### config.mk
export PLATFORM = sky130hd
export DESIGN_NAME = door_lock_ctrl
export DESIGN_NICKNAME = d
export VERILOG_FILES = /design/src/rtl/door_lock_ctrl.sv
export SDC_FILE = /design/constraint.sdc
export NUM_CORES = 1
export LEC_CHECK = 0
export ABC_AREA = 1
export BUFFER_PORTS_ARGS = -buffer_cell sky130_fd_sc_hd__clkbuf_2
export CAP_MARGIN = 15
export CORE_MARGIN = 2
export CORE_UTILIZATION = 25
export DETAILED_ROUTE_END_ITERATION = 16
export PLACE_DENSITY_LB_ADDON = 0.2
export SETUP_SLACK_MARGIN = 0.2
export SLEW_MARGIN = 20
export SYNTH_ARGS = -nofsm -noshare
export SYNTH_HDL_FRONTEND = slang
export SYNTH_SLANG_ARGS = --single-unit
### constraint.sdc
create_clock -name FPGA_CLK1_50 -period 4.3 [get_ports FPGA_CLK1_50]
set_input_delay 0.645 -clock FPGA_CLK1_50 [delete_from_list [all_inputs] [get_ports FPGA_CLK1_50]]
set_output_delay 0.645 -clock FPGA_CLK1_50 [all_outputs]
set_load 0.005 [all_outputs]
### src/rtl/door_lock_ctrl.sv
`default_nettype none
// ==== door_lock_ctrl : N-door timed lock driver with availability flags and ajar alarm ====
// Revision 1.0
module door_lock_ctrl #(
  parameter int N_DOORS   = 1,
  parameter int CLK_HZ    = 50_000_000,
  parameter int UNLOCK_MS = 3000,
  parameter int AJAR_MS   = 30000
) (
  input  logic               FPGA_CLK1_50,
  input  logic               reset_n,
  input  logic [N_DOORS-1:0] available,
  input  logic [N_DOORS-1:0] unavailable,
  input  logic [N_DOORS-1:0] unlock_req,
  input  logic [N_DOORS-1:0] door_open,
  output logic [N_DOORS-1:0] lock_output,
  output logic [N_DOORS-1:0] room_available,
  output logic [N_DOORS-1:0] denied,
  output logic [N_DOORS-1:0] ajar_alarm
);

  localparam int UNLOCK_CYC = CLK_HZ / 1000 * UNLOCK_MS;
  localparam int AJAR_CYC   = CLK_HZ / 1000 * AJAR_MS;
  localparam int MAX_CYC    = (UNLOCK_CYC > AJAR_CYC) ? UNLOCK_CYC : AJAR_CYC;
  localparam int TIMER_W    = (MAX_CYC > 1) ? $clog2(MAX_CYC) : 1;

  localparam logic [TIMER_W-1:0] UNLOCK_LAST = TIMER_W'(UNLOCK_CYC - 1);
  localparam logic [TIMER_W-1:0] AJAR_LAST   = TIMER_W'(AJAR_CYC - 1);
  localparam logic [TIMER_W-1:0] TIMER_MAX   = '1;

  typedef enum logic [1:0] {
    ST_LOCKED   = 2'd0,
    ST_UNLOCKED = 2'd1,
    ST_OPEN     = 2'd2,
    ST_ALARM    = 2'd3
  } state_t;

  logic [N_DOORS-1:0] sync_meta;
  logic [N_DOORS-1:0] dso;

  // Door sensors are asynchronous to the clock.
  always_ff @(posedge FPGA_CLK1_50 or negedge reset_n) begin
    if (!reset_n) begin
      sync_meta <= '0;
      dso       <= '0;
    end else begin
      sync_meta <= door_open;
      dso       <= sync_meta;
    end
  end

  // Clearing wins over setting when both pulse together.
  always_ff @(posedge FPGA_CLK1_50 or negedge reset_n) begin
    if (!reset_n) begin
      room_available <= '0;
    end else begin
      room_available <= (room_available | available) & ~unavailable;
    end
  end

  for (genvar d = 0; d < N_DOORS; d++) begin : g_door
    state_t             state;
    state_t             state_nxt;
    logic [TIMER_W-1:0] timer;
    logic [TIMER_W-1:0] timer_nxt;
    logic               denied_nxt;
    logic               lock_reg;
    logic               alarm_reg;
    logic               denied_reg;

    always_comb begin
      state_nxt  = state;
      timer_nxt  = timer;
      denied_nxt = 1'b0;
      case (state)
        ST_LOCKED: begin
          timer_nxt = '0;
          if (dso[d]) begin
            state_nxt = ST_OPEN;
          end else if (unlock_req[d]) begin
            if (room_available[d]) begin
              state_nxt = ST_UNLOCKED;
            end else begin
              denied_nxt = 1'b1;
            end
          end
        end
        ST_UNLOCKED: begin
          if (unavailable[d]) begin
            state_nxt = ST_LOCKED;
          end else if (dso[d]) begin
            state_nxt = ST_OPEN;
          end else if (unlock_req[d]) begin
            timer_nxt = '0;
          end else if (timer == UNLOCK_LAST) begin
            state_nxt = ST_LOCKED;
          end else if (timer != TIMER_MAX) begin
            timer_nxt = timer + 1'b1;
          end
        end
        ST_OPEN: begin
          if (!dso[d]) begin
            state_nxt = ST_LOCKED;
          end else if (timer == AJAR_LAST) begin
            state_nxt = ST_ALARM;
          end else if (timer != TIMER_MAX) begin
            timer_nxt = timer + 1'b1;
          end
        end
        ST_ALARM: begin
          if (!dso[d]) begin
            state_nxt = ST_LOCKED;
          end
        end
        default: begin
          state_nxt = ST_LOCKED;
        end
      endcase
      if (state_nxt != state) begin
        timer_nxt = '0;
      end
    end

    // Outputs are registered from the next state so they change with the state itself.
    always_ff @(posedge FPGA_CLK1_50 or negedge reset_n) begin
      if (!reset_n) begin
        state      <= ST_LOCKED;
        timer      <= '0;
        lock_reg   <= 1'b0;
        alarm_reg  <= 1'b0;
        denied_reg <= 1'b0;
      end else begin
        state      <= state_nxt;
        timer      <= timer_nxt;
        lock_reg   <= (state_nxt == ST_UNLOCKED);
        alarm_reg  <= (state_nxt == ST_ALARM);
        denied_reg <= denied_nxt;
      end
    end

    assign lock_output[d] = lock_reg;
    assign ajar_alarm[d]  = alarm_reg;
    assign denied[d]      = denied_reg;
  end

endmodule
`default_nettype wire

Word-level counts from Yosys, hierarchy flattened
Cells that the tools add are included.
{"block": "word_totals", "output_inout_bits": 4, "wordCells": 53, "in_bits": 6, "register_bits": 39}
{"block": "op_classes", "addsub": 1, "reduce_logical": 3, "eq_ne": 14, "bitwise": 3, "muxes": 24}
{"op": "31-bit 2-to-1 mux", "count": 8}
{"op": "31-bit case mux with 3 select lines", "count": 1}
{"op": "31-bit by 1-bit adder with 31-bit output, second input constant", "count": 1}
{"op": "31-bit by 28-bit equality test with 1-bit output, second input constant", "count": 1}
{"op": "31-bit equality test, second input constant", "count": 1}
{"op": "31-bit != test, second input constant", "count": 1}
{"op": "2-bit 2-to-1 mux", "count": 10}
{"op": "3-bit != test, second input constant", "count": 4}
{"op": "2-bit case mux with 4 select lines", "count": 1}
{"op": "2-bit equality test, second input constant", "count": 3}
{"op": "6-bit AND reduction", "count": 1}
{"op": "2-bit by 1-bit equality test with 1-bit output, second input constant", "count": 2}
{"op": "1-bit 2-to-1 mux", "count": 4}
{"op": "4-bit != test, second input constant", "count": 1}
{"op": "4-bit nonzero test", "count": 1}
{"op": "2-bit zero test", "count": 1}
{"op": "2-bit != test", "count": 1}
{"op": "1-bit bitwise AND", "count": 1}
{"op": "1-bit inverter", "count": 1}
{"op": "1-bit OR", "count": 1}

Logic depth before layout (Yosys ltp)
Gate-level depths: netlist of run 1.
{"block": "depth", "depth_word": 9, "ltp_mapped": 15, "depth_no_buf": 14}

Worst setup path after synthesis of run 1
OpenSTA, ideal clock, no wires.
{"block": "synth_timing", "path_kind": "reg-to-reg", "startpoint": "register g_door[0].timer[0]", "endpoint": "register g_door[0].timer[21]", "n_path_buf": 1, "path_slack_ps": 2362, "path_stages_with_launch": 14, "setup_ps": 119, "required_ps": 4181, "synth_period_minus_slack_ps": 1938, "t_arrival_ps": 1819, "path_cell_list": "dfrtp_1 ha_1 nand2_1 nor2_4 nand2_4 nor2_2 nand2_2 nand2_2 nand2_2 nand3_1 buf_4 nor2_1 a21oi_1 nor2_1"}
{"block": "synth_via", "elab_chain_cells": 9, "elab_cells_between_ends": 28, "cone_classes": "add/sub (1); eq/ne (9); mux (16); reduce/logical (2)"}
{"item": "start: declaration", "line_no": "64", "source": "logic [TIMER_W-1:0] timer;"}
{"item": "start signal: assignment", "line_no": "134", "source": "timer <= timer_nxt;"}
{"item": "parallel branches: the longest is 9 deep, another holds 31-bit by 1-bit adder with 31-bit output"}
Parallel ways; which one is timed is not known. The select of a mux whose other input is x is not followed.
A chain may end at the register's enable or synchronous reset.

Final worst setup path of run 1
{"block": "layout_timing", "startpoint": "register g_door[0].timer[0]", "endpoint": "register g_door[0].timer[8]"}
Same word-level chain as after synthesis.

==> impl_metrics.yaml, run 1 <==
worst_setup_path:
  crit_type: "reg -> reg"
  cp_max_fo: 20
  critPathLaunchType: "register"
  rrSetupSlack_ns: 1.38
  cp.arrival_ns: 3.12
  rr_endpoint: "g_door[0].timer[8]$_DFFE_PN0P_"
  rr_startpoint: "g_door[0].timer[0]$_DFFE_PN0P_"
  reg2regPathDepth: 14
  worstSetupEndpointType: "register"
  cp_data_required_time_ns: 4.50
yosys:
  avgSynthCellArea_um2: 6.403
  synthCells: 493
  syn_nets: 504
  synthArstFlopShare_pct: 100.0
  ys_seq_area_share_pct: 30.92
  synthDistinctLibCells: 34
  synth_top_area_share_pct: 30.92
  ys_ff_latch: 39
  yosysWarnings: 0
  synth-edff-count: 0
  synthFlopType: "dfrtp_1"
  syn-cell-area_um2: 3157
  synth_top_area_cell: "dfrtp_1"
  synthTopCellsByArea: "dfrtp_1 31%, nand2_1 15%, nor2_1 10%, inv_1 7.1%, nand3_1 5.1%"
timing:
  rsz0062_at_grt: "false"
  report.final.hold_viol_count: 0
  max_freq_mhz: 342.5
  setup_violations: 0
  worst_slew_pin_slew_ns: 0.9957
  finalCriticalPeriod_ns: 2.920
  fin_tns_setup_ns: 0
  drv_slew: 0
  slew-limit-headroom_pct: 33.37
  finalCritPeriodShare_pct: 67.90
  clock_skew_ns: 0.003260
detailed_routing:
  num_vias: 3047
  detailedRoute.firstPassIterationCount: 5
  detail-route-antenna-nets: 0
  routedWlPerCell_um: 13.66
  vias_per_cell: 4.527
  drtIter0Drc: 142
  remaining_drc_errors: 0
  drt_wl_total_um: 9193
pwr:
  leakagePower_nw: 1.400
  pwr-share-seq_pct: 33.2
  switching_power_mw: 0.5341
  vdd_drop_max_mv: 0.2274
  p_comb_share_pct: 37.0
  pwr-share-clk_pct: 29.8
  switching_share_pct: 43.95
  internal_power_mw: 0.6812
  p_per_area_nw_per_um2: 349.6
finish:
  syn_to_final_growth_pct: 10.11
  nets: 511
  n_antenna_cell: 0
  largest_reg_flops: 31
  max_flop_register: "g_door.timer"
  top_regs: "g_door.timer (31), g_door.state (2)"
  layoutNonFillerInstCount: 673
  final_layout_size_suffix_gt1_share_pct: 12.77
  fin_util_pct: 27.88
cts:
  cts-root-buf: "clkbuf_16"
  cts_buffer_depth: 2
  clk_latency_ns: 0.29
  clkTransAtPathRegs_ns: 0.06
  cts_setup_buffers: 0
  cts_buffers: 5
  hold_buffers: 0
  ctsResizeCount: 0
  tritoncts: "built"
  htree_levels: 2
  clkSinkCount: 39
global_route:
  grt_pass1_vias: 2912
  grt_pass1_wl_um: 15480
  antenna_found_initial: 0
  grt_use_total_pct: 14.78
  grt_start_max_net_pins: 40
  overflow: 0
floorplan:
  io_pins: 10
  die_w_um: 116.4
  core_um2: 12470
  start_util_pct: 25.32
  die_h_um: 116.4
  rows: 41
  die_area_um2: 13540
hold_path:
  min_from: "sync_meta$_DFF_PN0_"
  whs_path_depth: 0
  min_path_type: "reg -> reg"
  min_to: "dso$_DFF_PN0_"
outcome:
  status: "complete, no violations"
placed_design:
  dpl.hpwl_um: 6986
  gp_congestion: 0.8844
  portBuffers: 9
  dp_cells: 665
run:
  max_cap_viol_count: 0
==> area by class of cell <==
class,count,area [µm²]
multi-input combinational,381,1859
clock buffer,7,132.6
fill,1407,8990
timing repair buffer,9,45.04
clock inverter,1,5.005
inverter,64,242.7
tap,172,215.2
sequential,39,975.9
==> worst max-delay path, cell delays in order, from the launching register on <==
cell     delay (ns)
dfrtp_1        0.43
ha_1           0.26
nand2_1        0.14
nor2_4         0.09
nand2_4        0.11
nor2_2         0.05
nand2_2        0.08
nand2_2        0.06
nand2_2        0.06
nand2_2        0.29
nor2_1         0.87
nand3_1        0.14
nand2_1        0.10
inv_1          0.05
nor2_2         0.09
==> through the flow <==
| step | hold slack [ns] | setup slack [ns] | total power, mW | cell area, µm² |
|---|---|---|---|---|
| after floorplan | 0.3312 | 2.362 | 0.8165 | 3157 |
| after global placement | 0.3348 | 1.465 | 0.8656 | 3338 |
| after detailed placement | 0.3478 | 1.344 | 0.8637 | 3338 |
| after CTS | 0.3613 | 1.316 | 1.235 | 3476 |
| after global routing | 0.3652 | 1.114 | 1.297 | 3476 |
| final | 0.3626 | 1.380 | 1.215 | 3476 |
==> cell families after synthesis <==
| logic type | Yosys count | synth area share, % |
|---|---|---|
| AOI/OAI and AO/OA | 52 | 9.196 |
| xor gates and xnor gates | 12 | 3.329 |
| adders and majority gates | 5 | 1.982 |
| buffers and inverters | 73 | 10.19 |
| DFF | 39 | 30.92 |
| and+or+nand+nor | 312 | 44.39 |
==> metal layers <==
metal	track usage [%]	wire length, µm
met5	0	0
met2	24.26	4267
met4	4.683	149
met1	20.26	4495
met3	1.868	280
==> cell usage in the layout, fill, tap and decap left out, types with 2 or more instances in the layout <==
master and count:
nand2_2 10, nor2_4 2, nor4_1 2, ha_1 5, nand4_1 9, a21oi_1 26, clkbuf_2 8, nand2_4 2
a22oi_1 3, o21ai_2 2, inv_1 60, clkbuf_1 2, clkbuf_16 5, nand2_1 125, nor2_2 25, dfrtp_1 39
xor2_1 11, nor3_1 15, o21ai_0 15, nand3_1 32, nor2_1 86, inv_2 3
==> worst max path at each step <==
stage | start | end | slack (ns) | depth (start not counted)
after floorplan | g_door[0].timer[0]$_DFFE_PN0P_ | g_door[0].timer[21]$_DFFE_PN0P_ | 2.36 | 13
after global placement | g_door[0].timer[0]$_DFFE_PN0P_ | g_door[0].timer[10]$_DFFE_PN0P_ | 1.47 | 14
after detailed placement | g_door[0].timer[0]$_DFFE_PN0P_ | g_door[0].timer[8]$_DFFE_PN0P_ | 1.34 | 14
after CTS | g_door[0].timer[0]$_DFFE_PN0P_ | g_door[0].timer[8]$_DFFE_PN0P_ | 1.32 | 14
after global routing | g_door[0].timer[0]$_DFFE_PN0P_ | g_door[0].timer[2]$_DFFE_PN0P_ | 1.11 | 14
final | g_door[0].timer[0]$_DFFE_PN0P_ | g_door[0].timer[8]$_DFFE_PN0P_ | 1.38 | 14
==> power groups by stage <==
stage / registers [mW] / clock network, mW / logic, mW
global placement: 0.409 / 0 / 0.456
floorplan: 0.405 / 0 / 0.411
global route: 0.406 / 0.391 / 0.501
CTS: 0.403 / 0.377 / 0.456
finish: 0.403 / 0.362 / 0.450
detailed placement: 0.409 / 0 / 0.454
==> cell usage after synthesis (2+ instances only) <==
cell,n
a21oi_1,26
a22oi_1,3
buf_2,3
buf_6,5
dfrtp_1,39
ha_1,5
inv_1,60
inv_2,3
nand2_1,125
nand2_2,10
nand2_4,2
nand3_1,32
nand4_1,9
nor2_1,86
nor2_2,25
nor2_4,2
nor3_1,15
nor4_1,2
o21ai_0,15
o21ai_2,2
xor2_1,11
Note: power is estimated with default switching activity, not from simulation.
==> run 2: changes to the inputs <==
- ABC_AREA: 1 -> 0
- clock period: 4.3 -> 2.6 ns (I/O delays scaled with it)
==> run 2 against run 1 <==
  * Synthesized cell count is 35% lower
  * Register-to-register slack lost 1.3 ns
  * Wire length grew 2.3%
  * Sequential power grew 60%
  * Highest routed layer unchanged
  * Combinational power grew to 3.4 times the previous value
  * Cell count shrank 25%
  * Critical path depth decreased by 6
  * Non-clock buffer count increased by 54
  * Die area is 16% lower
  * Clock skew up 0.0024 ns
  * Critical endpoint is now g_door[0].timer[17]$_DFFE_PN0P_
  * Sequential share of layout area down 0.56 points
  * Largest cell class unchanged
  * Count of clock-buffer cells in the layout unchanged
==> impl_metrics.yaml, run 2 <==
finish:
  layout_common_cells: "48 x buf_4, 36 x dfrtp_1, 27 x nand2_1"
  nets: 382
  fillers: 1090
  final_layout_size_suffix_gt1_share_pct: 34.14
  top_regs: "g_door.timer (31), g_door.state (2)"
  syn_to_final_growth_pct: 34.71
  largest_reg_flops: 31
  layoutNonFillerInstCount: 508
  max_flop_register: "g_door.timer"
  n_antenna_cell: 0
  regArea_um2: 979.7
  multi_input_area_um2: 1769
  final_common_cell: "buf_4"
global_route:
  overflow: 0
  antenna_found_initial: 0
  grt_pass1_vias: 2782
  grt_start_max_net_pins: 40
  grt_use_total_pct: 16.62
  grt_pass1_wl_um: 14840
yosys:
  syn_nets: 333
  ys_seq_area_share_pct: 36.93
  avgSynthCellArea_um2: 8.207
  synth_top_area_cell: "dfrtp_1"
  synth-edff-count: 0
  syn-cell-area_um2: 2643
  ys_ff_latch: 39
  synthFlopType: "dfrtp_1"
  synthDistinctLibCells: 47
  synthCells: 322
  synthTopCellsByArea: "dfrtp_1 37%, a21oi_1 6.4%, o21ai_0 5.7%, nand2_1 3.8%, nand4_1 3.6%"
  yosysWarnings: 0
  synthArstFlopShare_pct: 100.0
  yosysMostFrequentCell: "dfrtp_1"
  synth_commonest_cells: "39 x dfrtp_1, 34 x a21oi_1, 30 x o21ai_0, 27 x nand2_1, 20 x nor2_1"
  synth_top_area_share_pct: 36.93
floorplan:
  io_pins: 10
  die_w_um: 106.8
  start_util_pct: 25.71
  die_area_um2: 11410
  core_um2: 10280
  die_h_um: 106.8
  rows: 37
outcome:
  status: "complete, no violations"
timing:
  report.final.hold_viol_count: 0
  holdWs_ns: 0.1521
  max_freq_mhz: 390.9
  setup_violations: 0
  drv_slew: 0
  finalCriticalPeriod_ns: 2.559
  worst_slew_pin_slew_ns: 0.5375
  clock_skew_ns: 0.005616
  slew-limit-headroom_pct: 64.17
  rsz0062_at_grt: "true"
  finalCritPeriodShare_pct: 98.40
cts:
  cts-root-buf: "clkbuf_8"
  htree_levels: 2
  clk_latency_ns: 0.30
  cts_buffer_depth: 2
  hold_buffers: 0
  clkSinkCount: 39
  cts_buffers: 5
  tritoncts: "built"
  clkTransAtPathRegs_ns: 0.08
detailed_routing:
  drtIter0Drc: 288
  detailedRoute.firstPassIterationCount: 5
  routedWlPerCell_um: 18.51
  drt_wl_total_um: 9402
  detail-route-antenna-nets: 0
  remaining_drc_errors: 0
  vias_per_cell: 5.671
  num_vias: 2881
worst_setup_path:
  timing.critical_path.mode_cell: "a21oi_2"
  cp.arrival_ns: 2.79
  max_stage_delay_ns: 0.62
  slowest_stage: "or4b_4"
  cp_data_required_time_ns: 2.83
  critPathLaunchType: "register"
  worstSetupEndpointType: "register"
  cp_cell_sequence: "inv_2 > ha_4 > nor3b_4 > a21oi_2 > o22a_2 > or4b_4 > or4_1 > a21oi_2"
  cp_max_fo: 6
  crit_type: "reg -> reg"
hold_path:
  min_path_type: "in -> async"
pwr:
  leakagePower_nw: 1.358
  p_per_area_nw_per_um2: 730.8
  vdd_drop_max_mv: 0.4417
placed_design:
  dpl.hpwl_um: 5934
  portBuffers: 9
  gp_congestion: 0.8624
  dp_cells: 488
run:
  max_cap_viol_count: 0
==> run 2: changes by cell type after synthesis, sizes merged, moves of 6 or more <==
cell	change
a31oi	+12
or4	+9
nand3	-19
nand2	-110
inv	-55
nor2	-93
or3	+15
clkbuf	+11
nand4	+6
o21ai	+13
xor2	-11
a21oi	+10
==> run 2: final cells by class <==
type	count	area share [%]
Tap cell	136	4.780
Inverter	9	0.9490
Clock inverter	1	0.1406
Timing Repair Buffer	63	14.76
Clock buffer	7	2.144
Multi-Input combinational cell	253	49.70
Sequential cell	39	27.52
==> run 2: worst paths after layout <==
kind,from,to,slack (ns),cells after the start
min in group FPGA_CLK1_50,door_open,sync_meta$_DFF_PN0_,0.20,1
max in group asynchronous,reset_n,g_door[0].timer[7]$_DFFE_PN0P_,2.05,2
setup / recovery,g_door[0].state[1]$_DFF_PN0_,g_door[0].timer[17]$_DFFE_PN0P_,0.04,8
hold reg to reg,sync_meta$_DFF_PN0_,dso$_DFF_PN0_,0.37,0
setup reg to reg,g_door[0].state[1]$_DFF_PN0_,g_door[0].timer[17]$_DFFE_PN0P_,0.04,8
hold / removal,reset_n,g_door[0].timer[3]$_DFFE_PN0P_,0.15,2
==> run 2: what timing repair did <==
| action | CTS | global route |
|---|---|---|
| gates cloned | 3 | 2 |
| buffers inserted | 5 | 2 |
| endpoints found under the setup margin | 34 | 34 |
| gates resized for setup | 16 | 35 |
| hold endpoints to repair | 0 | 0 |
| pin swaps | 7 | 11 |
==> run 2: cells by family (layout without fill, tap and decap cells) <==
kind of cell / Yosys count / in the layout / synth area share (%)
buffers and inverters: 32 / 80 / 5.445
adders and majority gates: 5 / 5 / 2.367
DFF: 39 / 39 / 36.93
AOI/OAI and AO/OA: 100 / 100 / 22.92
and+or+nand+nor: 146 / 148 / 32.34
==> run 2: layer usage <==
metal / part of all wire (%) / GRT usage, %
met3: 6.5 / 3.343
met4: 2.3 / 4.082
met2: 46 / 26.34
met5: 0 / 0
met1: 45 / 23.22
==> run 2: worst max-delay path: cells and delay by family (launching register included) <==
| kind | cells | cell delay (ns) |
|---|---|---|
| DFF | 1 | 0.39 |
| AOI/OAI and AO/OA | 3 | 0.49 |
| adders and majority gates | 1 | 0.16 |
| buffers and inverters | 1 | 0.08 |
| and+or+nand+nor | 3 | 1.37 |
==> run 2: where the power goes <==
group	switching, mW	internal, mW	total, mW
registers	0.0159	0.629	0.644
logic	0.906	0.631	1.54
clock network	0.231	0.189	0.420
total	1.15	1.45	2.60
==> run 2: per-stage QoR <==
step | util (%) | power [mW] | TNS, ns | worst slack (ns) | cell area, µm²
after floorplan | - | 1.300 | 0 | 0.1170 | 2656
after global placement | 30.23 | 1.713 | -0.1263 | -0.04912 | 3107
after detailed placement | 30.23 | 1.710 | -0.2995 | -0.09148 | 3107
after CTS | 32.44 | 2.373 | 0 | 0.04704 | 3334
after global routing | 34.64 | 2.764 | -0.7397 | -0.03897 | 3560
final | 34.64 | 2.602 | 0 | 0.04149 | 3560
==> run 3: changes to the inputs <==
- CORE_MARGIN: 2 -> default
- CORE_UTILIZATION: 25 -> 53
- clock period: 2.6 -> 2.4 ns (I/O delays scaled with it)
==> run 3 against run 2 <==
  * The run now ends with negative setup slack left
  * Combinational power rose by 14%
  * Count of clock-buffer cells in the layout decreased by 2
  * Flip-flop and latch count is the same
  * Non-clock buffer count is 18 higher
  * Wire length rose by 1.6%
  * Critical endpoint is now g_door[0].timer[25]$_DFFE_PN0P_
  * Largest cell class unchanged
==> impl_metrics.yaml, run 3 (same netlist as run 2, synthesis figures left out) <==
timing:
  max_freq_mhz: 405.8
  slew-limit-headroom_pct: 37.88
  rsz0062_at_grt: "true"
  fin_tns_setup_ns: -0.6763
  worst_slew_pin_slew_ns: 0.9319
  setup_ws_ns: -0.06424
  finalCritPeriodShare_pct: 102.7
  report.final.hold_viol_count: 0
  drv_slew: 0
  clock_skew_ns: 0.01172
  setup_violations: 29
  finalCriticalPeriod_ns: 2.464
finish:
  final_layout_size_suffix_gt1_share_pct: 41.90
  n_antenna_cell: 0
  fillers: 326
  nets: 400
  syn_to_final_growth_pct: 39.77
  top_regs: "g_door.timer (31), g_door.state (2)"
  final_common_cell: "buf_4"
  layoutNonFillerInstCount: 456
  largest_reg_flops: 31
  layout_common_cells: "64 x buf_4, 35 x dfrtp_1, 27 x nand2_1, 27 x a21oi_2, 21 x o21ai_0"
  fin_util_pct: 77.68
  regArea_um2: 980.9
  multi_input_area_um2: 1844
  max_flop_register: "g_door.timer"
floorplan:
  io_pins: 10
  core_um2: 4755
  start_util_pct: 55.58
  die_w_um: 72.61
  die_area_um2: 5272
  rows: 25
  die_h_um: 72.61
placed_design:
  portBuffers: 9
  dp_cells: 431
  gp_congestion: 0.9470
  dpl_worst_slack_ns: -0.1477
  dpl.hpwl_um: 5457
cts:
  cts_buffer_depth: 2
  clk_latency_ns: 0.30
  cts_buffers: 5
  clkTransAtPathRegs_ns: 0.09
  tritoncts: "built"
  cts-root-buf: "clkbuf_8"
  clkSinkCount: 39
  htree_levels: 2
global_route:
  grt_start_max_net_pins: 36
  overflow: 0
  grt_pass1_wl_um: 14420
  grt_use_total_pct: 36.23
  antenna_found_initial: 0
  grt_pass1_vias: 2909
pwr:
  p_per_area_nw_per_um2: 787.1
  leakagePower_nw: 1.466
  vdd_drop_max_mv: 0.5559
outcome:
  status: "finished with violations"
  failed_checks: "negative setup slack"
run:
  max_cap_viol_count: 0
worst_setup_path:
  cp-startpoint: "g_door[0].state[1]$_DFF_PN0_"
  cp-endpoint: "g_door[0].timer[25]$_DFFE_PN0P_"
  reg2regPathDepth: 8
  rr_startpoint: "g_door[0].state[1]$_DFF_PN0_"
  cp.arrival_ns: 2.71
  critPathLaunchType: "register"
  cp_max_fo: 6
  cp_data_required_time_ns: 2.64
  rrSetupSlack_ns: -0.06
  rr_endpoint: "g_door[0].timer[25]$_DFFE_PN0P_"
  crit_type: "reg -> reg"
  worstSetupEndpointType: "register"
hold_path:
  min_path_type: "in -> reg"
detailed_routing:
  drt_wl_total_um: 9557
  drtIter0Drc: 390
  vias_per_cell: 6.899
  remaining_drc_errors: 0
  num_vias: 3146
  detailedRoute.firstPassIterationCount: 5
  detail-route-antenna-nets: 0
  routedWlPerCell_um: 20.96
-- run 3: changes by cell type in the layout (fill, tap and decap cells not counted), moves of 3 or more --
cell / delta
buf_4: +16
a21oi_1: -7
a21oi_2: +7
o21ai_0: -5
o21ai_1: +4
nand3_1: -3
nand3_2: +3
or3_4: +3
or4_1: -3
or4_4: +3
-- run 3: cell type report --
class / instances / share of cell area (%)
Clock buffer: 5 / 1.863
Clock inverter: 2 / 0.3726
Inverter: 9 / 0.9146
Multi-Input combinational cell: 253 / 49.93
Sequential cell: 39 / 26.56
Tap cell: 67 / 2.270
Timing Repair Buffer: 81 / 18.09
-- run 3: per-layer routing --
metal / vias to the layer above / share of wire, % / global-route usage [%]
met4: 0 / 4.2 / 18.30
met1: 1480 / 38 / 47.34
met3: 54 / 11 / 6.630
li1: 1378 / - / -
met5: - / 0 / 0
met2: 234 / 47 / 57.74
-- run 3: critical path, cell delays in order, from the launching register on --
cell and delay [ns]:
dfrtp_1 0.41, inv_2 0.10, ha_4 0.14, nor3b_4 0.20
a21oi_2 0.06, o22a_2 0.26, or4b_4 0.58, or4b_4 0.54
a21oi_2 0.12
-- run 3: timing repair --
action	CTS	global route
pin swaps	8	5
cloned	3	2
hold buffers	0	0
gates resized for setup	45	22
setup buffers	10	3
setup endpoints to repair	34	34
-- run 3: report_power, final --
| part | leakage (nW) | total [mW] | switching [mW] | internal (mW) |
|---|---|---|---|---|
| sequential | 0.529 | 0.700 | 0.0182 | 0.682 |
| combinational | 0.893 | 1.76 | 1.03 | 0.724 |
| clock | 0.0440 | 0.452 | 0.253 | 0.199 |
| total | 1.47 | 2.91 | 1.30 | 1.60 |
-- run 3: how the worst min path moves through the flow --
stage	slack, ns	cells past startpoint	startpoint	endpoint
after floorplan	0.06	0	reset_n	ajar_alarm$_DFF_PN0_
after global placement	0.33	0	sync_meta$_DFF_PN0_	dso$_DFF_PN0_
after detailed placement	0.35	0	sync_meta$_DFF_PN0_	dso$_DFF_PN0_
after CTS	0.16	1	door_open	sync_meta$_DFF_PN0_
after global routing	0.16	1	door_open	sync_meta$_DFF_PN0_
final	0.16	1	door_open	sync_meta$_DFF_PN0_
-- run 3: stage by stage --
step / hold slack, ns / total power, mW / cell area [µm²]
6_report: 0.1590 / 2.907 / 3694
5_1_grt: 0.1583 / 2.989 / 3694
4_1_cts: 0.1632 / 2.609 / 3541
3_5_place_dp: 0.3503 / 1.825 / 3151
3_3_place_gp: 0.3341 / 1.806 / 3151
2_1_floorplan: 0.06441 / 1.485 / 2728
